[src/rtl/cyp2sdram_pkg.sv]
// Shared types and default widths for the CDC-FIFO to SDRAM burst writer.
package cyp2sdram_pkg;

    localparam int unsigned DEF_DATA_W = 16;
    localparam int unsigned DEF_ADDR_W = 22;

    typedef enum logic [1:0] {
        StIdle,
        StBurst,
        StDrain
    } wr_state_e;

endpackage

[src/rtl/wr_skid_buf.sv]
// Two-entry fall-through buffer: an arriving word bypasses to the output when the buffer is empty.
module wr_skid_buf #(
    parameter int unsigned W = 8
) (
    input  logic         clk_i,
    input  logic         rst_ni,
    input  logic         in_valid_i,
    output logic         in_ready_o,
    input  logic [W-1:0] in_data_i,
    output logic         out_valid_o,
    input  logic         out_ready_i,
    output logic [W-1:0] out_data_o,
    output logic [1:0]   occ_o
);

    logic [W-1:0] mem0_q, mem0_d, mem1_q, mem1_d;
    logic         rd_ptr_q, rd_ptr_d, wr_ptr_q, wr_ptr_d;
    logic [1:0]   cnt_q, cnt_d;
    logic         push, pop;

    always_comb begin
        in_ready_o  = (cnt_q != 2'd2);
        out_valid_o = (cnt_q != 2'd0) || in_valid_i;
        out_data_o  = '0;
        if (cnt_q != 2'd0) begin
            out_data_o = rd_ptr_q ? mem1_q : mem0_q;
        end else if (in_valid_i) begin
            out_data_o = in_data_i;
        end
        pop  = out_ready_i && (cnt_q != 2'd0);
        // Store only when the word is not consumed straight through.
        push = in_valid_i && in_ready_o && !((cnt_q == 2'd0) && out_ready_i);
        cnt_d    = cnt_q + {1'b0, push} - {1'b0, pop};
        rd_ptr_d = rd_ptr_q ^ pop;
        wr_ptr_d = wr_ptr_q ^ push;
        mem0_d   = mem0_q;
        mem1_d   = mem1_q;
        if (push) begin
            if (wr_ptr_q) begin
                mem1_d = in_data_i;
            end else begin
                mem0_d = in_data_i;
            end
        end
        occ_o = cnt_q;
    end

    always_ff @(posedge clk_i or negedge rst_ni) begin
        if (!rst_ni) begin
            mem0_q   <= '0;
            mem1_q   <= '0;
            rd_ptr_q <= 1'b0;
            wr_ptr_q <= 1'b0;
            cnt_q    <= 2'd0;
        end else begin
            mem0_q   <= mem0_d;
            mem1_q   <= mem1_d;
            rd_ptr_q <= rd_ptr_d;
            wr_ptr_q <= wr_ptr_d;
            cnt_q    <= cnt_d;
        end
    end

endmodule

[src/rtl/fifo_burst_wr_sdram.sv]
// Burst-write engine: drains the CDC FIFO into the SDRAM write port in bounded, region-clamped
// bursts, flushing partial bursts after an idle timeout.
module fifo_burst_wr_sdram
    import cyp2sdram_pkg::*;
#(
    parameter int unsigned DATA_W       = DEF_DATA_W,
    parameter int unsigned ADDR_W       = DEF_ADDR_W,
    parameter int unsigned LVL_W        = 10,
    parameter int unsigned BURST_LEN    = 256,
    parameter int unsigned BASE_ADDR    = 0,
    parameter int unsigned REGION_WORDS = 1 << DEF_ADDR_W,
    parameter int unsigned WRAP         = 1,
    parameter int unsigned TIMEOUT      = 1024
) (
    input  logic              sdram_clk,
    input  logic              rst_n,
    input  logic              sdram_init_done,
    input  logic              enable,
    output logic              fifo_ren,
    input  logic [DATA_W-1:0] fifo_rdata,
    input  logic              fifo_rempty,
    input  logic [LVL_W-1:0]  fifo_rlevel,
    output logic [DATA_W-1:0] wr_data,
    output logic [ADDR_W-1:0] wr_addr,
    output logic              wr_valid,
    input  logic              wr_ready,
    output logic              wr_first,
    output logic              wr_last,
    output logic              busy,
    output logic              region_full,
    output logic              wrap_pulse,
    output logic [31:0]       words_total
);

    // Offset/length width must hold REGION_WORDS itself as well as any FIFO level.
    localparam int unsigned OFF_W = ((ADDR_W > LVL_W) ? ADDR_W : LVL_W) + 1;
    localparam int unsigned TO_W  = $clog2(TIMEOUT + 2);
    localparam int unsigned PL_W  = DATA_W + ADDR_W + 2;

    wr_state_e         state_q, state_d;
    logic              busy_q, busy_d;
    logic              region_full_q, region_full_d;
    logic              wrap_pulse_q, wrap_pulse_d;
    logic [31:0]       words_total_q, words_total_d;
    logic [OFF_W-1:0]  offset_q, offset_d;
    logic [TO_W-1:0]   to_cnt_q, to_cnt_d;
    logic [OFF_W-1:0]  fetch_left_q, fetch_left_d;
    logic [OFF_W-1:0]  tag_left_q, tag_left_d;
    logic [ADDR_W-1:0] tag_off_q, tag_off_d;
    logic              tag_first_q, tag_first_d;
    logic              rd_valid_q;

    logic [OFF_W-1:0]  rlevel, room, burst_n;
    logic              to_hit, start, accept, last_acc, buf_in_ready;
    logic [2:0]        occ_after;
    logic [1:0]        buf_occ;
    logic [PL_W-1:0]   pl_in, pl_out;

    assign pl_in = {fifo_rdata, ADDR_W'(BASE_ADDR) + tag_off_q, tag_first_q,
                    (tag_left_q == OFF_W'(1))};

    wr_skid_buf #(
        .W (PL_W)
    ) u_skid (
        .clk_i       (sdram_clk),
        .rst_ni      (rst_n),
        .in_valid_i  (rd_valid_q),
        .in_ready_o  (buf_in_ready),
        .in_data_i   (pl_in),
        .out_valid_o (wr_valid),
        .out_ready_i (wr_ready),
        .out_data_o  (pl_out),
        .occ_o       (buf_occ)
    );

    assign {wr_data, wr_addr, wr_first, wr_last} = pl_out;
    assign busy        = busy_q;
    assign region_full = region_full_q;
    assign wrap_pulse  = wrap_pulse_q;
    assign words_total = words_total_q;

    always_comb begin
        rlevel  = OFF_W'(fifo_rlevel);
        room    = OFF_W'(REGION_WORDS) - offset_q;
        burst_n = rlevel;
        if (OFF_W'(BURST_LEN) < burst_n) burst_n = OFF_W'(BURST_LEN);
        if (room < burst_n) burst_n = room;
        to_hit = (TIMEOUT != 0) && (to_cnt_q == TO_W'(TIMEOUT));
        start  = sdram_init_done && enable && !region_full_q &&
                 ((rlevel >= OFF_W'(BURST_LEN)) || ((rlevel != '0) && to_hit));

        accept   = wr_valid && wr_ready;
        last_acc = accept && wr_last;
        // Words that will sit in the buffer after this cycle; a new read needs a free slot.
        occ_after = 3'(buf_occ) + 3'(rd_valid_q) - 3'(accept);
        fifo_ren  = (state_q == StBurst) && (fetch_left_q != '0) && !fifo_rempty &&
                    (occ_after < 3'd2) && buf_in_ready;
    end

    always_comb begin
        state_d       = state_q;
        busy_d        = busy_q;
        region_full_d = region_full_q;
        wrap_pulse_d  = 1'b0;
        words_total_d = words_total_q;
        offset_d      = offset_q;
        fetch_left_d  = fetch_left_q;
        tag_left_d    = tag_left_q;
        tag_off_d     = tag_off_q;
        tag_first_d   = tag_first_q;
        to_cnt_d      = to_cnt_q;

        if (state_q != StIdle || fifo_rempty) begin
            to_cnt_d = '0;
        end else if (to_cnt_q != TO_W'(TIMEOUT)) begin
            to_cnt_d = to_cnt_q + TO_W'(1);
        end

        if (fifo_ren) fetch_left_d = fetch_left_q - OFF_W'(1);
        if (rd_valid_q) begin
            tag_off_d   = tag_off_q + ADDR_W'(1);
            tag_left_d  = tag_left_q - OFF_W'(1);
            tag_first_d = 1'b0;
        end

        unique case (state_q)
            StIdle: begin
                if (start) begin
                    state_d      = StBurst;
                    busy_d       = 1'b1;
                    fetch_left_d = burst_n;
                    tag_left_d   = burst_n;
                    tag_off_d    = offset_q[ADDR_W-1:0];
                    tag_first_d  = 1'b1;
                end
            end
            StBurst: begin
                // The last word can already be taken in the cycle fetching ends.
                if (fetch_left_q == '0) begin
                    state_d = last_acc ? StIdle : StDrain;
                    busy_d  = !last_acc;
                end
            end
            StDrain: begin
                if (last_acc) begin
                    state_d = StIdle;
                    busy_d  = 1'b0;
                end
            end
            default: state_d = StIdle;
        endcase

        if (accept) begin
            words_total_d = words_total_q + 32'd1;
            offset_d      = offset_q + OFF_W'(1);
            if (offset_q + OFF_W'(1) == OFF_W'(REGION_WORDS)) begin
                if (WRAP != 0) begin
                    offset_d     = '0;
                    wrap_pulse_d = 1'b1;
                end else begin
                    region_full_d = 1'b1;
                end
            end
        end
    end

    always_ff @(posedge sdram_clk or negedge rst_n) begin
        if (!rst_n) begin
            state_q       <= StIdle;
            busy_q        <= 1'b0;
            region_full_q <= 1'b0;
            wrap_pulse_q  <= 1'b0;
            words_total_q <= '0;
            offset_q      <= '0;
            to_cnt_q      <= '0;
            fetch_left_q  <= '0;
            tag_left_q    <= '0;
            tag_off_q     <= '0;
            tag_first_q   <= 1'b0;
            rd_valid_q    <= 1'b0;
        end else begin
            state_q       <= state_d;
            busy_q        <= busy_d;
            region_full_q <= region_full_d;
            wrap_pulse_q  <= wrap_pulse_d;
            words_total_q <= words_total_d;
            offset_q      <= offset_d;
            to_cnt_q      <= to_cnt_d;
            fetch_left_q  <= fetch_left_d;
            tag_left_q    <= tag_left_d;
            tag_off_q     <= tag_off_d;
            tag_first_q   <= tag_first_d;
            rd_valid_q    <= fifo_ren;
        end
    end

endmodule

[config.mk]
export PLATFORM = sky130hd
export DESIGN_NAME = fifo_burst_wr_sdram
export DESIGN_NICKNAME = d
export VERILOG_FILES = /design/src/rtl/cyp2sdram_pkg.sv /design/src/rtl/wr_skid_buf.sv /design/src/rtl/fifo_burst_wr_sdram.sv
export SDC_FILE = /design/constraint.sdc
export NUM_CORES = 1
export LEC_CHECK = 0
export ABC_AREA = 1
export ABC_CLOCK_PERIOD_IN_PS = 4600
export CAP_MARGIN = 5
export CORE_ASPECT_RATIO = 0.6
export CORE_MARGIN = 8
export CORE_UTILIZATION = 55
export CTS_BUF_LIST = sky130_fd_sc_hd__clkbuf_8
export CTS_CLUSTER_SIZE = 14
export DETAILED_ROUTE_END_ITERATION = 16
export GPL_TIMING_DRIVEN = 0
export PLACE_DENSITY_LB_ADDON = 0.15
export SLEW_MARGIN = 20
export SYNTH_ARGS = -nofsm -noshare
export SYNTH_HDL_FRONTEND = slang
export SYNTH_HIERARCHICAL = 1
export SYNTH_SLANG_ARGS = --single-unit
[constraint.sdc]
create_clock -name sdram_clk -period 4.6 [get_ports sdram_clk]
set_clock_uncertainty 0.05 [all_clocks]
set_input_delay 0.92 -clock sdram_clk [delete_from_list [all_inputs] [get_ports sdram_clk]]
set_output_delay 0.92 -clock sdram_clk [all_outputs]
set_load 0.01 [all_outputs]
==> run_results.csv, run 1 <==
group,metric,value,unit
run_status,status,"completed",
timing,min_period_over_period,0.967,
floorplanning,dieArea,29700,um^2
detailed_routing,wl_per_cell,17.6,um
detailed_routing,antenna_left,0,
placement,hpwl,28500,um
placement,post-place-ws,-1.23,ns
power,p_leak,7.24,nW
finish,drive_gt1_frac,0.120,
floorplanning,ios,109,
yosys,ys_seq_area_frac,0.420,
critical_path,cp_max_fo,16,
timing,worst_hold_slack,0.269,ns
yosys,syn-cell-area,13300,um^2
yosys,ys_warn_count,6,
finish,n_antenna_cell,0,
job,max-cap-violations,0,
hold_path,hold_class,"in2async",
yosys,postSynthAreaPerCell,7.84,um^2
critical_path,ff2ff_path_depth,17,
critical_path,reg2reg_to,"fetch_left_q[16]$_DFF_PN0_",
clock_tree,ctsLongestPathBuffers,3,
finish,mostFrequentLayoutCells,"368 x nand2_1, 223 x dfrtp_1, 184 x nor2_1, 162 x inv_1, 129 x nand3_1",
critical_path,worstSetupStartpointType,"flop",
global_route,grt_pass1_wl,61600,um
finish,fin_nets,1916,
detailed_routing,vias,12300,
critical_path,reg2reg_slack,0.72,ns
clock_tree,clock_latency,0.56,ns
floorplanning,core_area,24000,um^2
clock_tree,clkSinkCount,224,
timing,max_freq,225,MHz
timing,setup_slack,0.153,ns
global_route,grt_usage,0.257,
timing,max_slew_margin,0.348,
global_route,grt_pass1_vias,11400,
placement,port-buffer-count,107,
yosys,ys_seq_elements,224,
floorplanning,start_util,0.556,
critical_path,slowest_stage,"fa_1",
critical_path,path_class,"reg2out",
power,powerDensity,586,nW/um^2
finish,multi_input_area,6750,um^2
critical_path,slowest_delay,0.48,ns
yosys,synth_edf_count,0,
yosys,yosysUniqueCellTypes,49,
critical_path,worstSetupEndpointType,"output pin",
critical_path,worstPathRequired,3.63,ns
timing,worst_pin_slew,0.967,ns
detailed_routing,dr.pass1.iters,7,
timing,setup_viol,0,
timing,period_needed,4.45,ns
global_route,overflow,0,
clock_tree,clkSlewWorstSetupHoldPaths,0.07,ns
floorplanning,die_x,217,um
global_route,grt_max_degree,91,
finish,final_common_cell,"nand2_1",
finish,regArea,5610,um^2
finish,syn2layout_area_growth,18.1,%
placement,dpl.cell_count,2133,
timing,final-max-slew-violation-count,0,
yosys,synth_cells,1702,
yosys,synth_ff_type,"dfrtp_1",
placement,routabilityCongestion,0.966,
finish,layout.cells.non_filler,2201,
detailed_routing,viasPerCell,5.58,
timing,setup_tns,0,ns
clock_tree,cts_tree,"done",
detailed_routing,drt-total-wl,38600,um
yosys,synthArstFlopShare,1.00,
floorplanning,row_count,44,
detailed_routing,drtIter0Drc,1248,
critical_path,path_delay_family,"simple AND/OR/NAND/NOR gates",
critical_path,cp.arrival,3.48,ns
yosys,synth_fp_nets,1761,
finish,fillers,2120,
timing,final-hold-violation-count,0,
critical_path,crit_buf_inv,5,
clock_tree,cts_root_buf,"clkbuf_8",
detailed_routing,drc_errors,0,
timing,rsz0062_at_grt,"false",
power,peakVddDrop,305,uV
clock_tree,cts_buffers,37,
critical_path,cp.depth,14,
critical_path,crit_chain,"nor2_4 -> inv_4 -> or2_4 -> nand2_8 -> clkinvlp_4 -> ha_4 -> or2_2 -> fa_1 -> nand3b_1 -> nor2_2 -> nand2_2 -> buf_6 -> inv_4 -> buf_6",
global_route,grt_antenna_before_repair,0,
clock_tree,cts_max_level,2,
critical_path,reg2reg_from,"u_skid/occ_o[1]$_DFF_PN0_",
floorplanning,die_y,137,um
-- area by class of cell --
type,count,area share
Inverter,168,0.0406
Clock buffer,45,0.0393
Timing Repair Buffer,118,0.0763
Tap cell,322,0.0256
Sequential cell,224,0.356
Multi-Input combinational cell,1237,0.428
Buffer,71,0.0241
Clock inverter,16,0.00992
-- power by group --
group	internal (W)	switching (W)	leakage, nW
Clock	0.00106	0.000856	0.419
Combinational	0.00174	0.00264	4.04
Sequential	0.00247	0.000463	2.77
-- worst reg2reg max path: cells and delay by family, from the launching register on --
family,cells,cell delay [ns]
adder cells (fa/ha/maj),2,0.75
AO/OA/AOI/OAI,2,0.29
flip-flops,1,0.43
AND/OR/NAND/NOR,10,1.84
buffers and inverters,3,0.43
-- logic make-up after synthesis --
logic type	after synthesis	synth area share
buf+inv	241	0.0762
flops	224	0.420
simple gates	877	0.304
fa+ha+maj	27	0.0259
other cells	2	0.000563
mux	40	0.0338
xor+xnor	98	0.0643
compound gates	193	0.0753
-- cell usage after synthesis, types with 27 or more instances --
library cell  count  share of area
nor3_1           36          0.014
o21ai_0         103          0.039
nor2_1          185          0.052
buf_2            29          0.011
dfrtp_1         224           0.42
nand2_1         369           0.10
mux2_2           40          0.034
inv_1           160          0.045
xor2_1           75          0.049
o21ai_1          49          0.018
nand3_1         129          0.048
clkbuf_1         30         0.0084
nand4_1          74          0.035
a21oi_1          27          0.010
-- state kept, by name (all words and copies together) (netlist names), 11 cells and up --
register and count:
words_total 32, tag_left_q 23, u_skid/mem1_q 40, tag_off_q 22, fetch_left_q 23, to_cnt_q 11
offset_q 23, u_skid/mem0_q 40
-- stage by stage --
stage                     instance area, um^2  utilization  power [W]
after floorplan                         13300            -    0.00553
after global placement                  14800        0.617    0.00708
after detailed placement                14900        0.620    0.00718
after CTS                               15700        0.656    0.00921
after global routing                    15800        0.657    0.00984
final                                   15800        0.657    0.00923
-- repair_timing --
action,4_1_cts,5_1_grt
setup buffers,7,2
pin swaps,2,2
gates cloned,0,0
resized for setup,17,2
setup endpoints to repair,8,1
hold buffers,0,0
-- worst max-delay path by stage --
| stage | startpoint | slack [ns] | to |
|---|---|---|---|
| after floorplan | u_skid/occ_o[1]$_DFF_PN0_ | 0.49 | fifo_ren |
| after global placement | rst_n | -7.13 | u_skid/mem0_q[36]$_DFFE_PN0P_ |
| after CTS | u_skid/occ_o[0]$_DFF_PN0_ | 0.03 | fifo_ren |
| after detailed placement | wr_ready | -1.23 | fifo_ren |
| after global routing | u_skid/occ_o[1]$_DFF_PN0_ | 0.05 | fifo_ren |
| final | u_skid/occ_o[1]$_DFF_PN0_ | 0.15 | fifo_ren |
-- per-layer routing --
| metal | global-route usage | vias to the layer above | wire length, um |
|---|---|---|---|
| met5 | 0 | - | 0 |
| met4 | 0.0614 | 0 | 667 |
| met3 | 0.0592 | 48 | 3570 |
| met2 | 0.347 | 502 | 15400 |
| met1 | 0.403 | 5856 | 19000 |
| li1 | - | 5880 | - |
Note: power is estimated with default switching activity, not from simulation.
==> run 2, diff against run 1 <==
Settings changed: GPL_ROUTABILITY_DRIVEN set to 0.
==> run 2 against run 1 <==
Against the previous run: register-to-register slack got worse by 0.05 ns; setup slack lost 0.034 ns; sequential power is essentially flat; highest routed layer unchanged; critical endpoint unchanged; fmax fell by 0.77%; flip-flop and latch count is the same.
==> run_results.csv, run 2 (same netlist as run 1, synthesis figures left out) <==
group,metric,value,unit
finish,syn2layout_area_growth,18.0,%
critical_path,crit_buf_inv,5,
critical_path,worstSetupStartpointType,"flop",
power,power.internal,0.00525,W
global_route,grt_usage,0.255,
detailed_routing,wl_per_cell,17.4,um
placement,hpwl,28200,um
timing,max_freq,223,MHz
timing,rsz0062_at_grt,"false",
timing,max_slew_margin,0.319,
detailed_routing,drc_errors,0,
timing,final-max-slew-violation-count,0,
timing,min_period_over_period,0.974,
critical_path,reg2reg_to,"fetch_left_q[22]$_DFF_PN0_",
clock_tree,cts_tree,"done",
power,p_comb_frac,0.475,
critical_path,reg2reg_from,"u_skid/occ_o[1]$_DFF_PN0_",
power,switchingPower,0.00392,W
global_route,grt_max_degree,97,
floorplanning,die_y,137,um
placement,post-place-ws,-1.21,ns
critical_path,ff2ff_path_depth,17,
timing,setup_slack,0.119,ns
power,peakVddDrop,298,uV
power,powerDensity,583,nW/um^2
detailed_routing,drt-total-wl,38300,um
placement,dpl_cell_area,14900,um^2
timing,worst_pin_slew,1.01,ns
hold_path,hold_class,"in2async",
clock_tree,hold_buffers,0,
finish,final_area,15700,um^2
global_route,overflow,0,
power,pwr-share-seq,0.319,
floorplanning,start_util,0.556,
critical_path,worstSetupEndpointType,"output pin",
timing,period_needed,4.48,ns
detailed_routing,vias,12400,
critical_path,worstPathRequired,3.63,ns
floorplanning,ios,109,
placement,port-buffer-count,107,
global_route,grt_pass1_vias,11700,
clock_tree,ctsLongestPathBuffers,3,
clock_tree,clkSlewWorstSetupHoldPaths,0.08,ns
clock_tree,clock_latency,0.57,ns
finish,drive_gt1_frac,0.118,
timing,final-hold-violation-count,0,
critical_path,slowest_delay,0.49,ns
floorplanning,dieArea,29700,um^2
critical_path,path_delay_family,"simple AND/OR/NAND/NOR gates",
job,max-cap-violations,0,
finish,n_antenna_cell,0,
critical_path,path_class,"reg2out",
detailed_routing,drtIter0Drc,1393,
clock_tree,cts_buffers,36,
detailed_routing,antenna_left,0,
critical_path,cp_max_fo,16,
finish,final_common_cell,"nand2_1",
detailed_routing,viasPerCell,5.60,
floorplanning,core_area,24000,um^2
finish,mostFrequentLayoutCells,"369 x nand2_1, 221 x dfrtp_1, 185 x nor2_1, 166 x inv_1, 129 x nand3_1",
critical_path,crit_chain,"nor2_4 -> inv_6 -> or2_4 -> nand2_4 -> clkinvlp_4 -> ha_1 -> or2_2 -> fa_1 -> nand3b_1 -> nor2_1 -> nand2_1 -> buf_6 -> inv_2 -> buf_2",
global_route,grt_pass1_wl,61200,um
clock_tree,cts_max_level,2,
critical_path,slowest_stage,"fa_1",
finish,fin_nets,1915,
timing,setup_viol,0,
floorplanning,row_count,44,
power,pwr-share-clk,0.206,
clock_tree,cts_root_buf,"clkbuf_8",
detailed_routing,dr.pass1.iters,6,
critical_path,reg2reg_slack,0.67,ns
global_route,grt_antenna_before_repair,0,
critical_path,cp.arrival,3.51,ns
power,swShare,0.427,
floorplanning,die_x,217,um
power,p_leak,7.24,nW
clock_tree,clkSinkCount,224,
run_status,status,"completed",
==> run 2: cell count changes in the layout (fill, tap and decap cells not counted), moves of 2 or more <==
| cell | change |
|---|---|
| dfrtp_1 | -2 |
| dfrtp_2 | +2 |
| inv_4 | -2 |
| clkbuf_8 | +3 |
| clkinv_2 | -3 |
| inv_1 | +4 |
==> run 2: worst max-delay path by stage <==
| stage | startpoint | endpoint | slack [ns] | cells past startpoint |
|---|---|---|---|---|
| after floorplan | u_skid/occ_o[1]$_DFF_PN0_ | fifo_ren | 0.49 | 15 |
| after global placement | rst_n | u_skid/mem0_q[31]$_DFFE_PN0P_ | -7.12 | 1 |
| after global routing | u_skid/occ_o[1]$_DFF_PN0_ | fifo_ren | 0.001 | 14 |
| after detailed placement | wr_ready | fifo_ren | -1.21 | 13 |
| after CTS | u_skid/occ_o[0]$_DFF_PN0_ | fifo_ren | 0.02 | 14 |
| final | u_skid/occ_o[1]$_DFF_PN0_ | fifo_ren | 0.12 | 14 |
==> run 2: final cells by class <==
class / instances / area, um^2
flip-flops and latches: 224 / 5610
clock inverters: 16 / 125
multi-input cells: 1237 / 6730
well taps: 322 / 403
clock buffers: 48 / 661
repair buffers: 119 / 1200
inverters: 168 / 639
plain buffers: 70 / 375
fillers: 2102 / 8270
==> run 2: timing repair <==
item                                    in CTS  in global routing
buffers inserted                             8                  2
endpoints found under the setup margin       3                  1
hold endpoints to repair                     0                  0
gates cloned                                 0                  0
resized for setup                           13                  4
pin swaps                                    1                  1
==> run 2: per-layer routing <==
metal,GRT usage,vias to the layer above,part of all wire,wire length (um)
li1,-,5896,-,-
met1,0.382,5860,0.48,18400
met2,0.353,526,0.40,15200
met3,0.0687,69,0.099,3810
met4,0.0737,0,0.022,841
met5,0,-,0,0
==> run 2: power groups by stage <==
stage | Clock (W) | Combinational (W) | Sequential, W
after floorplan | 0 | 0.00272 | 0.00281
after global placement | 0 | 0.00411 | 0.00294
after detailed placement | 0 | 0.00421 | 0.00295
after CTS | 0.00192 | 0.00430 | 0.00291
after global routing | 0.00200 | 0.00482 | 0.00299
final | 0.00189 | 0.00436 | 0.00293
==> run 2: metrics by stage <==
stage | setup TNS, ns | power (W) | hold WS [ns] | utilization | std cells
6_report | 0 | 0.00918 | 0.234 | 0.656 | 2204
5_1_grt | 0 | 0.00981 | 0.261 | 0.656 | 2204
4_1_cts | 0 | 0.00913 | 0.241 | 0.655 | 2202
3_5_place_dp | -6.91 | 0.00716 | 0.404 | 0.620 | 2133
3_3_place_gp | -1595.22 | 0.00705 | 0.399 | 0.617 | 2131
2_1_floorplan | 0 | 0.00553 | 0.387 | - | 1702
==> run 3, diff against run 2 <==
Settings changed: SYNTH_HIERARCHICAL 1 to not set.
==> run 3 against run 2 <==
Against the previous run: count of clock-buffer cells in the layout grew 2; fmax grew 1.0%; global-route usage grew 0.20 points; final area shrank 0.79%; critical path depth shrank 3; die area shrank 0.73%; clock power is essentially flat; worst hold slack lost 0.049 ns; core utilization shrank 0.22 points; critical path type is now in2out; critical endpoint unchanged; largest cell class unchanged.
==> run_results.csv, run 3 <==
group,metric,value,unit
floorplanning,core_area,23900,um^2
timing,setup_viol,0,
yosys,yosysUniqueCellTypes,45,
floorplanning,ios,109,
finish,drive_gt1_frac,0.0781,
clock_tree,cts_max_level,2,
power,power,0.00918,W
critical_path,worstSetupEndpointType,"output pin",
yosys,yosysMostFrequentCell,"nand2_1",
yosys,ys_warn_count,0,
detailed_routing,vias,12600,
finish,n_antenna_cell,0,
timing,rsz0062_at_grt,"false",
yosys,synth_top_cell_by_area,"dfrtp_1",
detailed_routing,dr.pass1.iters,6,
job,max-cap-violations,0,
clock_tree,cts_tree,"done",
detailed_routing,wl_per_cell,16.5,um
power,peakVddDrop,368,uV
critical_path,cp.arrival,3.47,ns
finish,syn2layout_area_growth,18.0,%
timing,min_period_over_period,0.964,
timing,setup_slack,0.164,ns
floorplanning,start_util,0.554,
clock_tree,clkSinkCount,224,
finish,fillers,2090,
placement,hpwl,28500,um
yosys,yosysTopAreaCellShare,0.424,
critical_path,path_class,"in2out",
global_route,grt_usage,0.257,
clock_tree,cts_buffers,36,
power,p_leak,7.71,nW
timing,max_freq,225,MHz
clock_tree,clock_latency,0.55,ns
hold_path,hold_class,"in2async",
global_route,overflow,0,
yosys,ys_seq_elements,224,
yosys,syn-cell-area,13200,um^2
timing,period_needed,4.44,ns
clock_tree,cts_root_buf,"clkbuf_8",
global_route,grt_pass1_vias,11900,
yosys,synth_edf_count,0,
finish,fin_nets,2004,
floorplanning,die_x,216,um
critical_path,cp_max_fo,18,
detailed_routing,drtIter0Drc,1445,
timing,worst_pin_slew,0.815,ns
power,powerDensity,588,nW/um^2
yosys,ys_seq_area_frac,0.424,
detailed_routing,drc_errors,0,
yosys,synth_ff_type,"dfrtp_1",
clock_tree,hold_buffers,0,
floorplanning,die_y,136,um
placement,port-buffer-count,107,
clock_tree,clkSlewWorstSetupHoldPaths,0.07,ns
global_route,grt_max_degree,96,
clock_tree,ctsLongestPathBuffers,3,
yosys,synth_fp_nets,1857,
detailed_routing,antenna_left,0,
yosys,netlist_top_cells_count,"520 x nand2_1, 224 x dfrtp_1, 194 x nor2_1",
critical_path,worstPathRequired,3.63,ns
yosys,synth.area.top_cells,"dfrtp_1 42%, nand2_1 15%, o21ai_0 6.0%, nor2_1 5.5%, inv_1 5.1%",
finish,regArea,5610,um^2
critical_path,worstSetupStartpointType,"primary input",
detailed_routing,viasPerCell,5.47,
global_route,grt_antenna_before_repair,0,
floorplanning,dieArea,29400,um^2
detailed_routing,drt-total-wl,37800,um
yosys,synth_cells,1799,
timing,max_slew_margin,0.452,
yosys,synthArstFlopShare,1.00,
yosys,postSynthAreaPerCell,7.35,um^2
finish,mostFrequentLayoutCells,"520 x nand2_1, 224 x dfrtp_1, 193 x nor2_1, 188 x inv_1, 159 x o21ai_0",
floorplanning,row_count,44,
global_route,grt_pass1_wl,62000,um
timing,final-hold-violation-count,0,
timing,final-max-slew-violation-count,0,
finish,multi_input_area,6630,um^2
finish,final_common_cell,"nand2_1",
placement,post-place-ws,-1.32,ns
run_status,status,"completed",
run 3: per-layer routing:
layer	wire length, um	global-route usage	part of all wire
met5	0	0	0
met4	566	0.0610	0.015
met3	3720	0.0669	0.098
met2	15600	0.361	0.41
met1	17900	0.388	0.47
run 3: power by group:
| group | total [W] | switching (W) | internal [W] |
|---|---|---|---|
| sequential | 0.00302 | 0.000504 | 0.00252 |
| combinational | 0.00426 | 0.00264 | 0.00162 |
| clock | 0.00190 | 0.000822 | 0.00108 |
run 3: stage by stage:
stage	setup TNS [ns]	util	instance area, um^2	hold WS [ns]	std cells
after floorplan	0	-	13200	0.387	1799
after global placement	-1605.11	0.615	14700	0.398	2228
after detailed placement	-4.35	0.618	14800	0.405	2230
after CTS	0	0.653	15600	0.172	2294
after global routing	0	0.653	15600	0.194	2294
final	0	0.653	15600	0.186	2294
run 3: critical path, cell delays in order:
cell and delay (ns):
clkdlybuf4s50_1 0.47, nand2_4 0.15, clkinv_8 0.12, ha_1 0.32, nor2_2 0.13, fa_1 0.46
a2111oi_4 0.31, nand2_1 0.13, buf_4 0.20, clkinv_4 0.11, clkbuf_2 0.15
run 3: cell type report:
cell class / count / area share
multi-input cells: 1320 / 0.425
flip-flops and latches: 224 / 0.359
repair buffers: 110 / 0.0726
inverters: 188 / 0.0463
clock buffers: 50 / 0.0441
well taps: 322 / 0.0258
plain buffers: 66 / 0.0201
clock inverters: 14 / 0.00737
run 3: cell families after synthesis:
group                    synth area share
flip-flops                          0.424
AO/OA/AOI/OAI                      0.0852
AND/OR/NAND/NOR                     0.323
buffers and inverters              0.0773
adder cells (fa/ha/maj)            0.0252
other                            0.000568
XOR/XNOR                           0.0649
run 3: final timing paths:
path / start / to / slack, ns / depth (start not counted)
min in group sdram_clk: u_skid.mem1_q[14]$_DFFE_PN0P_ / u_skid.mem1_q[14]$_DFFE_PN0P_ / 0.42 / 2
worst max-delay path: wr_ready / fifo_ren / 0.16 / 11
worst max register to register: rd_valid_q$_DFF_PN0_ / fetch_left_q[6]$_DFF_PN0_ / 1.23 / 16
worst min-delay path: rst_n / tag_off_q[19]$_DFF_PN0_ / 0.19 / 1
worst min register to register: u_skid.mem1_q[14]$_DFFE_PN0P_ / u_skid.mem1_q[14]$_DFFE_PN0P_ / 0.42 / 2
max in group asynchronous: rst_n / to_cnt_q[8]$_DFFE_PN0P_ / 3.04 / 3
run 3: what timing repair did:
action                     CTS  global route
gates resized for setup     10             3
pin swaps                    1             2
setup endpoints to repair    1             1
buffers inserted             1             0
